--- config.mk ---
export PLATFORM = sky130hd
export DESIGN_NAME = parent_pair_picker
export DESIGN_NICKNAME = d
export VERILOG_FILES = /design/src/rtl/parent_pair_picker.sv
export SDC_FILE = /design/constraint.sdc
export NUM_CORES = 1
export LEC_CHECK = 0
export CORE_ASPECT_RATIO = 1.1
export CORE_MARGIN = 1.5
export CORE_UTILIZATION = 45
export CTS_CLUSTER_SIZE = 14
export DETAILED_ROUTE_END_ITERATION = 10
export PLACE_DENSITY_LB_ADDON = 0.2
export SLEW_MARGIN = 5
export SYNTH_ARGS = -nofsm -noshare
export SYNTH_HDL_FRONTEND = slang
export SYNTH_SLANG_ARGS = --single-unit
--- constraint.sdc ---
create_clock -name clk -period 2.6 [get_ports clk]
set_input_delay 0.78 -clock clk [delete_from_list [all_inputs] [get_ports clk]]
set_output_delay 0.78 -clock clk [all_outputs]
set_load 0.02 [all_outputs]
--- src/rtl/parent_pair_picker.sv ---
// Draws pairs of distinct in-range parent indices from the upstream random
// generator, resampling bad draws and substituting a rotating fallback pair.
module parent_pair_picker #(
  parameter int IDX_W     = 5,
  parameter int POP_SIZE  = 20,
  parameter int MAX_TRIES = 8
) (
  input  logic             clk,
  input  logic             rst_n,
  input  logic             req,
  input  logic [IDX_W-1:0] rand_a,
  input  logic [IDX_W-1:0] rand_b,
  output logic             pair_valid,
  input  logic             pair_ready,
  output logic [IDX_W-1:0] parent_a,
  output logic [IDX_W-1:0] parent_b,
  output logic             fallback,
  output logic             busy,
  output logic [15:0]      reject_cnt
);

  // state  | meaning
  // IDLE   | waiting for req
  // SAMPLE | evaluating one draw per cycle
  // HOLD   | pair presented, waiting for pair_ready
  localparam logic [1:0] IDLE   = 2'd0;
  localparam logic [1:0] SAMPLE = 2'd1;
  localparam logic [1:0] HOLD   = 2'd2;

  localparam int TRY_W = (MAX_TRIES > 1) ? $clog2(MAX_TRIES) : 1;
  localparam logic [TRY_W-1:0] TRY_LAST = TRY_W'(MAX_TRIES - 1);
  // One extra bit so POP_SIZE == 2**IDX_W is representable.
  localparam logic [IDX_W:0]   POP_LIM  = (IDX_W + 1)'(POP_SIZE);
  localparam logic [IDX_W-1:0] POP_LAST = IDX_W'(POP_SIZE - 1);

  logic [1:0]       state_q, state_d;
  logic [TRY_W-1:0] tries_q, tries_d;
  logic [IDX_W-1:0] fb_ptr_q, fb_ptr_d;
  logic [IDX_W-1:0] parent_a_q, parent_a_d;
  logic [IDX_W-1:0] parent_b_q, parent_b_d;
  logic             fallback_q, fallback_d;
  logic             pair_valid_q, pair_valid_d;
  logic [15:0]      reject_cnt_q, reject_cnt_d;

  logic             good;
  logic             handshake;
  logic [IDX_W-1:0] fb_next;

  assign good = ({1'b0, rand_a} < POP_LIM) && ({1'b0, rand_b} < POP_LIM)
                && (rand_a != rand_b);
  assign handshake = pair_valid_q & pair_ready;
  assign fb_next   = (fb_ptr_q == POP_LAST) ? '0 : fb_ptr_q + 1'b1;

  always_comb begin
    state_d      = state_q;
    tries_d      = tries_q;
    fb_ptr_d     = fb_ptr_q;
    parent_a_d   = parent_a_q;
    parent_b_d   = parent_b_q;
    fallback_d   = fallback_q;
    reject_cnt_d = reject_cnt_q;
    case (state_q)
      IDLE: begin
        if (req) begin
          state_d = SAMPLE;
          tries_d = '0;
        end
      end
      SAMPLE: begin
        if (good) begin
          parent_a_d = rand_a;
          parent_b_d = rand_b;
          fallback_d = 1'b0;
          state_d    = HOLD;
        end else begin
          if (reject_cnt_q != 16'hFFFF) reject_cnt_d = reject_cnt_q + 16'd1;
          if (tries_q == TRY_LAST) begin
            parent_a_d = fb_ptr_q;
            parent_b_d = fb_next;
            fallback_d = 1'b1;
            fb_ptr_d   = fb_next;
            state_d    = HOLD;
          end else begin
            tries_d = tries_q + 1'b1;
          end
        end
      end
      HOLD: begin
        if (handshake) begin
          state_d = req ? SAMPLE : IDLE;
          tries_d = '0;
        end
      end
      default: state_d = IDLE;
    endcase
    pair_valid_d = (state_d == HOLD);
  end

  always_ff @(posedge clk) begin
    if (!rst_n) begin
      state_q      <= IDLE;
      tries_q      <= '0;
      fb_ptr_q     <= '0;
      parent_a_q   <= '0;
      parent_b_q   <= '0;
      fallback_q   <= 1'b0;
      pair_valid_q <= 1'b0;
      reject_cnt_q <= '0;
    end else begin
      state_q      <= state_d;
      tries_q      <= tries_d;
      fb_ptr_q     <= fb_ptr_d;
      parent_a_q   <= parent_a_d;
      parent_b_q   <= parent_b_d;
      fallback_q   <= fallback_d;
      pair_valid_q <= pair_valid_d;
      reject_cnt_q <= reject_cnt_d;
    end
  end

  assign pair_valid = pair_valid_q;
  assign parent_a   = parent_a_q;
  assign parent_b   = parent_b_q;
  assign fallback   = fallback_q;
  assign busy       = (state_q != IDLE);
  assign reject_cnt = reject_cnt_q;

endmodule

# == Word-level counts from Yosys, hierarchy flattened ==
# Index checks and enable logic that the tools add are counted.
# op_classes
n_addsub,3
mul,0
div_mod_pow,0
magnitude_cmp,2
n_eq_ne,11
shift,0
n_mux,18
bitwise_logic,2
reduce_logical,10
# op_table
operator,count
two-way mux 5 bit,5
adder 16 x 1 -> 16 bit (second input constant),1
!= test 16 bit (second input constant),1
two-way mux 3 bit,4
less-than comparator 5 bit (second input constant),2
one-hot mux 3 bit (3 select lines),1
two-way mux 2 bit,4
!= test 2 bit (second input constant),4
one-hot mux 2 bit (3 select lines),1
AND reduction 3 bit,2
adder 5 x 1 -> 5 bit (second input constant),1
equality test 5 bit (second input constant),1
!= test 5 bit,1
AND reduction 5 bit,1
equality test 2 bit (second input constant),2
nonzero test 2 bit,2
adder 3 x 1 -> 3 bit (second input constant),1
equality test 3 bit (second input constant),1
two-way mux 1 bit,3
nonzero test 3 bit,1
equality test 2 x 1 -> 1 bit (second input constant),1
logical AND 1 bit,2
logical NOT 2 bit,1
AND reduction 2 bit,1
other kinds (2),2
# word_totals
reg_bits,38
latchBits,0
ramBits,0
mem_bits_ro,0
in_bits,14
output_inout_bits,29
elab_cells,54
memories,0

# == Logic depth before layout (Yosys ltp) ==
# Gate-level depths: netlist of run 1.
# logic_depth
ltp_word,6
mapped_depth,8
mapped_depth_nobuf,6

# == Worst setup path before layout of run 1 ==
# OpenSTA, ideal clock, no wires.
# synth_path
kind,input-to-reg
startpoint,input rand_b[0]
endpoint,register reject_cnt_q[12] (netlist: reject_cnt[12])
setup_time_ns,0.070
arrival_ns,2.071
required_time_ns,2.530
setup_slack_ns,0.459
cell_stages,7
path_buffers,2
cell_sequence,xnor2_1 > and3_1 > buf_4 > a31oi_4 > buf_6 > or4_1 > a21oi_1
# synth_via
elab_chain_cells,5
word_cells_on_any_way,6
classes_between,1 x order compare; 1 x eq/ne; 1 x bitwise; 3 x reduce/logical
# synth_lines
element,line,text
start: declaration,12,"input logic [IDX_W-1:0] rand_b,"
less-than comparator 5 bit,49,"assign good = ({1'b0, rand_a} < POP_LIM) && ({1'b0, rand_b} < POP_LIM)"
logical AND 1 bit,49,
logical AND 1 bit *,50,&& (rand_a != rand_b);
inverter 1 bit (no source line) *,-,
AND reduction 3 bit (no source line) *,-,
end signal: assignment,117,reject_cnt_q <= reject_cnt_d;
end: declaration,43,"logic [15:0] reject_cnt_q, reject_cnt_d;"
# Every way passes the cells marked *; elsewhere a longest branch is shown, timed or not.
# A chain may end at the register's enable or synchronous reset.

# == Final worst setup path of run 1 ==
# layout_path
startpoint,input rand_a[4]
endpoint,register fb_ptr_q[3]
# layout_via
elab_chain_cells,5
word_cells_on_any_way,6
classes_between,1 x order compare; 1 x eq/ne; 1 x bitwise; 3 x reduce/logical
# layout_lines
element,line,text
start: declaration,11,"input logic [IDX_W-1:0] rand_a,"
less-than comparator 5 bit,49,
logical AND 1 bit,49,
logical AND 1 bit *,50,
inverter 1 bit (no source line) *,-,
AND reduction 3 bit (no source line) *,-,
end signal: assignment,112,fb_ptr_q <= fb_ptr_d;
end: declaration,38,"logic [IDX_W-1:0] fb_ptr_q, fb_ptr_d;"
# Marked as above.

==> impl_metrics.tcl, run 1 <==
set metrics [dict create \
    status "complete, no violations" \
    hold_violations 0 \
    antenna_found_initial 0 \
    worstPathMaxFanout 13 \
    final_util_pct 64.3 \
    grt_setup_unrepaired "no" \
    cp.required_ns 2.81 \
    synth.avg_cell_area_sq_um 7.95 \
    setup_viol 0 \
    gp_congestion 0.828 \
    antennaDiodeCount 0 \
    die_h_um 74.3 \
    grt_overflow_total 0 \
    critical_path_class "input port to flop" \
    tightest_slew_ns 0.595 \
    fin_cells 374 \
    area.growth.synth_to_final_pct 35.2 \
    synth_area_leaders "dfxtp_1 (37%), nand2_1 (6.7%), a21oi_1 (6.3%)" \
    finClkSkew_ns 0.00956 \
    syn_area_sq_mm 0.00208 \
    core_area_sq_mm 0.00438 \
    drtIter0Drc 135 \
    finalMaxSlewViolations 0 \
    cts_sinks 38 \
    fin_area_sq_mm 0.00281 \
    clockBufferDepth 2 \
    finalCriticalPeriod_ns 2.47 \
    drc 0 \
    tns_ns 0 \
    synth-seq-cells 38 \
    p_leak_nw 0.975 \
    dieArea_sq_mm 0.00504 \
    synth_top_flop_cell "dfxtp_1" \
    yosysWarnings 0 \
    power_density_mw_per_mm2 525 \
    synth_top_cell_by_area "dfxtp_1" \
    avgRoutedWirePerCell_um 14.3 \
    grt_max_degree 18 \
    cts_max_level 2 \
    cap_violations 0 \
    grt_usage_pct 22.7 \
    fin_ws_ns 0.127 \
    yosysSeqAreaShare_pct 36.5 \
    firstDrtPassIters 5 \
    finalNetCount 337 \
    cp.arrival_ns 2.68 \
    post-place-ws_ns -0.178 \
    cts_root_buf "clkbuf_8" \
    clk_pin_slew_ns 0.08 \
    ant_nets 0 \
    ir_drop_v 0.000316 \
    fmax_mhz 404 \
    grt_pass1_wl_mm 8.82 \
    synth_fp_nets 280 \
    fin_crit_sh_pct 95.1 \
    ys_types 47 \
    hold_class "flop to flop" \
    max-slew-margin-rel_pct 60.4 \
    synth_top_area_share_pct 36.5 \
    ioPinCount 43 \
    async_reset_ff_share_pct 0 \
    grt_pass1_vias 1968 \
    cts_tree "done" \
    fp.dieW_um 67.9 \
    clock_latency_ns 0.29 \
    row_count 25 \
    cts_made_buffers 5 \
    synth_edf_count 0 \
    vias_per_cell 5.78 \
    drive_gt1_share_pct 11.9 \
    port_buffers 42 \
    postSynthCellCount 262 \
    via_count 2161 \
    drt_wl_total_mm 5.33 \
    start_util_pct 47.5 \
    hpwl_mm 3.88 \
    worstSetupEndpointType "flop" \
    placed_cells 366 \
    cp-start-kind "input port" \
    dpl-instance-area_sq_mm 0.00268 \
]
power by group:
| group | switching, W | internal (W) | total (W) |
|---|---|---|---|
| clock network | 0.000226 | 0.000385 | 0.000611 |
| logic | 0.000131 | 0.000120 | 0.000251 |
| registers | 0.0000154 | 0.000600 | 0.000616 |
| total | 0.000373 | 0.00110 | 0.00148 |
cell usage in the layout, fill, tap and decap left out, types with 6 or more instances in the layout:
master           instances
a21oi_1                 26
buf_4                   24
clkdlybuf4s50_1         42
dfxtp_1                 38
inv_1                    7
nand2_1                 37
nand2b_1                 7
nand3_1                 17
nand4_1                  8
nor2_1                   6
o211ai_1                 6
o21ai_0                  8
o21ai_1                  6
o31ai_1                  8
or4_1                    9
final timing paths:
check	start	endpoint	slack, ns	cells after the start
max	rand_a[4]	fb_ptr_q[3]$_SDFFE_PN0P_	0.13	6
min reg2reg	tries_q[2]$_SDFFE_PN0P_	tries_q[2]$_SDFFE_PN0P_	0.49	2
min	tries_q[2]$_SDFFE_PN0P_	tries_q[2]$_SDFFE_PN0P_	0.49	2
max reg2reg	reject_cnt[0]$_SDFFE_PN0P_	reject_cnt[15]$_SDFFE_PN0P_	0.45	6
state kept, by name (all words and copies together) (netlist names):
name / count
reject_cnt: 16
fb_ptr_q: 5
parent_a: 5
parent_b: 5
tries_q: 3
state_q: 2
fallback: 1
pair_valid: 1
synthesized netlist by cell type (all sizes together) (2+ instances only):
cell type and number:
mux2i 5, a221oi 2, nor3 4, clkbuf 11, a31oi 2, nand3b 2
nor2 7, o31ai 8, nand3 17, or4 9, nor2b 2, xnor2 4
nand2b 7, a311oi 4, nand2 37, or2 2, o21ai 14, buf 5
a21oi 27, and3 6, nand4 8, o211ai 6, and2 3, o41ai 2
ha 4, or3 3, dfxtp 38, a211oi 3, inv 7, xor2 2
worst max-delay path: stages:
cell and delay (ns):
clkdlybuf4s50_1 0.47, xor2_1 0.21, nor2_2 0.27, a21oi_2 0.23
or4_1 0.56, a21oi_1 0.18
through the flow:
stage | total power [W] | hold slack (ns)
final | 0.00148 | 0.486
after global routing | 0.00153 | 0.520
after CTS | 0.00149 | 0.491
after detailed placement | 0.000878 | 0.479
after global placement | 0.000876 | 0.476
after floorplan | 0.000763 | 0.450
logic make-up after synthesis:
logic type,Yosys count,synth area share [%]
AOI/OAI and AO/OA,75,23.6
xor gates and xnor gates,6,2.52
adders and majority gates,4,2.40
buffers and inverters,24,5.05
DFF,38,36.5
muxes,5,2.40
and+or+nand+nor,110,27.5
repair_timing:
| action | CTS | global route |
|---|---|---|
| hold buffers | 0 | 0 |
| gates resized for setup | 0 | 1 |
| setup endpoints to repair | 0 | 8 |
| buffers inserted | 0 | 0 |
final cells by class:
| cell class | instances | area (sq um) |
|---|---|---|
| well taps | 54 | 67.6 |
| clock inverters | 3 | 68.8 |
| inverters | 8 | 30.0 |
| clock buffers | 5 | 68.8 |
| flip-flops and latches | 38 | 761 |
| fillers | 389 | 1570 |
| repair buffers | 66 | 601 |
| multi-input cells | 200 | 1220 |
per-layer routing:
| layer | routed length (um) | GRT usage [%] |
|---|---|---|
| met5 | 0 | 0 |
| met1 | 2330 | 29.1 |
| met2 | 2680 | 39.1 |
| met4 | 48 | 7.33 |
| met3 | 272 | 3.18 |
(Power assumes the default switching activity.)
==> run 2: changes to the inputs <==
--- a/config.mk
+++ b/config.mk
@@ -6,7 +6,7 @@
 export NUM_CORES = 1
 export LEC_CHECK = 0
 export CORE_ASPECT_RATIO = 1.1
-export CORE_MARGIN = 1.5
+export CORE_MARGIN = 2
 export CORE_UTILIZATION = 45
 export CTS_CLUSTER_SIZE = 14
 export DETAILED_ROUTE_END_ITERATION = 10
==> run 2 against run 1 <==
Against the previous run: clock power down 19%; worst setup slack worse by 0.045 ns; critical path depth is 2 higher; die area is 2.8% higher; via count fell by 0.42%; register-to-register slack is essentially flat; critical endpoint is now parent_b[0]$_SDFFE_PN0P_; largest power group unchanged.
==> impl_metrics.tcl, run 2 (same netlist as run 1, synthesis figures left out) <==
set metrics [dict create \
    status "complete, no violations" \
    antenna_found_initial 0 \
    worstPathMaxFanout 4 \
    hold_path_startpoint "reject_cnt[8]$_SDFFE_PN0P_" \
    p_leak_nw 0.974 \
    multi_input_area_sq_mm 0.00122 \
    drc 0 \
    start_util_pct 47.5 \
    cts_tree "done" \
    fin_ws_ns 0.0823 \
    fin_crit_sh_pct 96.8 \
    post-place-ws_ns -0.149 \
    tightest_slew_ns 0.651 \
    postCtsSetupRepairBufs 0 \
    max-slew-margin-rel_pct 56.5 \
    reg2reg_from "state_q[0]$_SDFF_PN0_" \
    clk_pin_slew_ns 0.08 \
    setup_viol 0 \
    cts_root_buf "clkbuf_8" \
    finalMaxSlewViolations 0 \
    cp-start-kind "input port" \
    ant_nets 0 \
    dpl-instance-area_sq_mm 0.00270 \
    critical_path_class "input port to flop" \
    largest_register_ffs 16 \
    cts_made_buffers 5 \
    ctsHoldBuffers 0 \
    clock_latency_ns 0.29 \
    cp.arrival_ns 2.69 \
    die_h_um 75.3 \
    drtIter0Drc 160 \
    antennaDiodeCount 0 \
    post_cts_resized 0 \
    cts_max_level 2 \
    finClkSkew_ns 0.00518 \
    fill_cells 387 \
    cp.required_ns 2.78 \
    hold_class "flop to flop" \
    firstDrtPassIters 4 \
    via_count 2152 \
    mostFrequentLayoutCells "clkdlybuf4s50_1 (42), dfxtp_1 (38), nand2_1 (37)" \
    vias_per_cell 5.71 \
    port_buffers 42 \
    drt_wl_total_mm 5.14 \
    power_density_mw_per_mm2 486 \
    avgRoutedWirePerCell_um 13.6 \
    hpwl_mm 3.75 \
    dieArea_sq_mm 0.00519 \
    row_count 25 \
    area.growth.synth_to_final_pct 35.1 \
    fmax_mhz 397 \
    grt_usage_pct 21.7 \
    clockBufferDepth 2 \
    worstSetupEndpointType "flop" \
    fin_area_sq_mm 0.00281 \
    drive_gt1_share_pct 12.1 \
    finalCriticalPeriod_ns 2.52 \
    grt_pass1_wl_mm 8.54 \
    finalNetCount 340 \
    fp.dieW_um 68.9 \
    hold_violations 0 \
    grt_pass1_vias 1909 \
    gp_congestion 0.836 \
    grt_max_degree 18 \
    core_area_sq_mm 0.00438 \
    regArea_sq_um 761 \
    grt_overflow_total 0 \
    ir_drop_v 0.000419 \
    layout_commonest_cell "clkdlybuf4s50_1" \
    ioPinCount 43 \
    cts_sinks 38 \
    cap_violations 0 \
    setup.worst_path.start "rand_a[3]" \
]
run 2: cell types whose count changed in the layout (fill, tap and decap cells not counted):
cell       change
a21oi_4        +1
clkbuf_1       +2
clkinv_4       -1
a21oi_2        -1
buf_4          +3
bufinv_16      -1
run 2: routing by layer:
metal	part of all wire (%)	global-route usage, %
met2	49	37.4
met4	1.6	8.06
met1	46	27.2
met3	3.8	3.55
met5	0	0
run 2: final timing paths:
path	to	depth (start not counted)	slack [ns]
max reg2reg	fb_ptr_q[3]$_SDFFE_PN0P_	6	0.44
min reg2reg	reject_cnt[8]$_SDFFE_PN0P_	2	0.50
min	reject_cnt[8]$_SDFFE_PN0P_	2	0.50
max	parent_b[0]$_SDFFE_PN0P_	8	0.08
run 2: stage by stage:
stage	hold WS [ns]	cells	total power, W	TNS, ns	util [%]
after detailed placement	0.483	369	0.000881	-3.43	61.6
after global routing	0.524	377	0.00143	-0.388	64.2
after global placement	0.475	369	0.000880	-3.76	61.6
after floorplan	0.450	262	0.000763	0	-
after CTS	0.496	377	0.00137	0	64.0
final	0.496	377	0.00137	0	64.2
run 2: critical path, cell delays in order:
cell,delay (ns)
clkdlybuf4s50_1,0.50
o21ai_0,0.44
nand2_1,0.20
buf_4,0.18
a21o_1,0.20
buf_4,0.16
a22oi_1,0.15
a21oi_1,0.09
run 2: cell type report:
type | count | share of cell area, %
Tap cell | 54 | 2.40
Inverter | 8 | 1.07
Clock buffer | 7 | 2.71
Clock inverter | 1 | 1.07
Sequential cell | 38 | 27.0
Timing Repair Buffer | 69 | 22.2
Multi-Input combinational cell | 200 | 43.5
run 2: where the power goes:
| group | leakage [nW] | internal, W | switching [W] |
|---|---|---|---|
| sequential | 0.308 | 0.000600 | 0.0000149 |
| combinational | 0.614 | 0.000123 | 0.000132 |
| clock | 0.0524 | 0.000287 | 0.000209 |
| total | 0.974 | 0.00101 | 0.000356 |
==> run 3: changes to the inputs <==
--- a/config.mk
+++ b/config.mk
@@ -6,7 +6,7 @@
 export NUM_CORES = 1
 export LEC_CHECK = 0
 export CORE_ASPECT_RATIO = 1.1
-export CORE_MARGIN = 2
+export CORE_MARGIN = 10
 export CORE_UTILIZATION = 45
 export CTS_CLUSTER_SIZE = 14
 export DETAILED_ROUTE_END_ITERATION = 10
==> run 3 against run 2 <==
Against the previous run: non-clock buffer count down 2; cell count down 0.80%; sequential power hardly changed; critical path type unchanged; sequential share of layout area rose by 0.38 points; sequential cell count stayed put; critical endpoint is now reject_cnt[13]$_SDFFE_PN0P_; worst setup slack improved by 0.0089 ns.
==> impl_metrics.tcl, run 3 (same netlist as run 1, synthesis figures left out) <==
set metrics [dict create \
    status "complete, no violations" \
    clk_pin_slew_ns 0.08 \
    antennaDiodeCount 0 \
    power_density_mw_per_mm2 456 \
    grt_usage_pct 14.4 \
    grt_pass1_wl_mm 9.56 \
    clockBufferDepth 2 \
    drtIter0Drc 140 \
    final_util_pct 63.3 \
    cts_root_buf "clkbuf_8" \
    hold_violations 0 \
    area.growth.synth_to_final_pct 33.2 \
    fin_crit_sh_pct 96.5 \
    finalNetCount 338 \
    cts_made_buffers 5 \
    grt_overflow_total 0 \
    grt_pass1_vias 2110 \
    dieArea_sq_mm 0.00775 \
    cp.required_ns 2.83 \
    hold_class "flop to flop" \
    ioPinCount 43 \
    start_util_pct 47.5 \
    via_count 2151 \
    critical_path_class "input port to flop" \
    cap_violations 0 \
    finalMaxSlewViolations 0 \
    clock_latency_ns 0.29 \
    finClkSkew_ns 0.00631 \
    cp-start-kind "input port" \
    setup_viol 0 \
    p_leak_nw 0.956 \
    cts_tree "done" \
    grt_setup_unrepaired "yes" \
    fill_cells 404 \
    drive_gt1_share_pct 11.9 \
    die_h_um 91.3 \
    drc 0 \
    fmax_mhz 399 \
    fin_area_sq_mm 0.00277 \
    mostFrequentLayoutCells "clkdlybuf4s50_1 (42), dfxtp_1 (38), nand2_1 (37)" \
    worstSetupEndpointType "flop" \
    dpl-instance-area_sq_mm 0.00268 \
    ant_nets 0 \
    core_area_sq_mm 0.00438 \
    ir_drop_v 0.000255 \
    grt_max_degree 18 \
    largest_register_ffs 16 \
    placed_cells 366 \
    drt_wl_total_mm 5.55 \
    antenna_found_initial 0 \
    row_count 25 \
    cp.arrival_ns 2.74 \
    hpwl_mm 4.17 \
    finalCriticalPeriod_ns 2.51 \
    max-slew-margin-rel_pct 54.6 \
    reg2reg_slack_ns 0.46 \
    tightest_slew_ns 0.678 \
    fp.dieW_um 84.9 \
    port_buffers 42 \
    fin_cells 374 \
    ctsHoldBuffers 0 \
    firstDrtPassIters 4 \
    vias_per_cell 5.75 \
    avgRoutedWirePerCell_um 14.8 \
    layout_commonest_cell "clkdlybuf4s50_1" \
    cts_sinks 38 \
    gp_congestion 0.852 \
    worstPathMaxFanout 12 \
    cts_max_level 2 \
]
[run 3: cell count changes in the layout (fill, tap and decap cells not counted), sizes merged]
cell / change
clkbuf: -2
clkinv: +2
bufinv: -1
buf: -2
[run 3: report_power, final]
| part | switching [W] | total, W | leakage [nW] | internal, W |
|---|---|---|---|---|
| Clock | 0.000211 | 0.000391 | 0.0438 | 0.000180 |
| Combinational | 0.000134 | 0.000258 | 0.604 | 0.000124 |
| Sequential | 0.0000157 | 0.000616 | 0.308 | 0.000600 |
| Total | 0.000360 | 0.00126 | 0.956 | 0.000904 |
[run 3: repair_timing]
item / 4_1_cts / 5_1_grt
setup endpoints to repair: 0 / 12
setup buffers: 0 / 1
gates resized for setup: 0 / 3
[run 3: path summary, 6_finish.rpt]
path,startpoint,to,cells past startpoint
setup / recovery,rand_a[4],reject_cnt[13]$_SDFFE_PN0P_,7
hold / removal,tries_q[0]$_SDFFE_PN0P_,tries_q[0]$_SDFFE_PN0P_,1
setup reg to reg,tries_q[0]$_SDFFE_PN0P_,parent_a[0]$_SDFFE_PN0P_,6
hold reg to reg,tries_q[0]$_SDFFE_PN0P_,tries_q[0]$_SDFFE_PN0P_,1
[run 3: final cells by class]
| cell class | instances | area, sq um | area share [%] |
|---|---|---|---|
| clock buffers | 5 | 68.8 | 2.48 |
| clock inverters | 2 | 10.0 | 0.361 |
| inverters | 8 | 30.0 | 1.08 |
| multi-input cells | 200 | 1230 | 44.3 |
| flip-flops and latches | 38 | 761 | 27.4 |
| well taps | 54 | 67.6 | 2.44 |
| repair buffers | 67 | 608 | 21.9 |
[run 3: metrics by stage]
| stage | setup WS, ns | TNS [ns] | hold slack, ns | power [W] |
|---|---|---|---|---|
| after floorplan | 0.459 | 0 | 0.450 | 0.000763 |
| after global placement | -0.142 | -2.40 | 0.472 | 0.000880 |
| after detailed placement | -0.166 | -3.67 | 0.479 | 0.000883 |
| after CTS | 0.144 | 0 | 0.491 | 0.00127 |
| after global routing | -0.00267 | -0.00267 | 0.519 | 0.00132 |
| final | 0.0912 | 0 | 0.486 | 0.00126 |
[run 3: worst max-delay path, stage by stage]
cell             delay [ns]
clkdlybuf4s50_1        0.45
xor2_1                 0.20
nor2_2                 0.27
a31oi_4                0.21
buf_4                  0.20
or4_1                  0.49
a21oi_1                0.14
[run 3: metal layers]
layer | track usage, % | part of all wire, %
met2 | 24.7 | 49
met1 | 15.7 | 43
met4 | 5.77 | 1.4
met3 | 5.00 | 5.9
met5 | 0 | 0
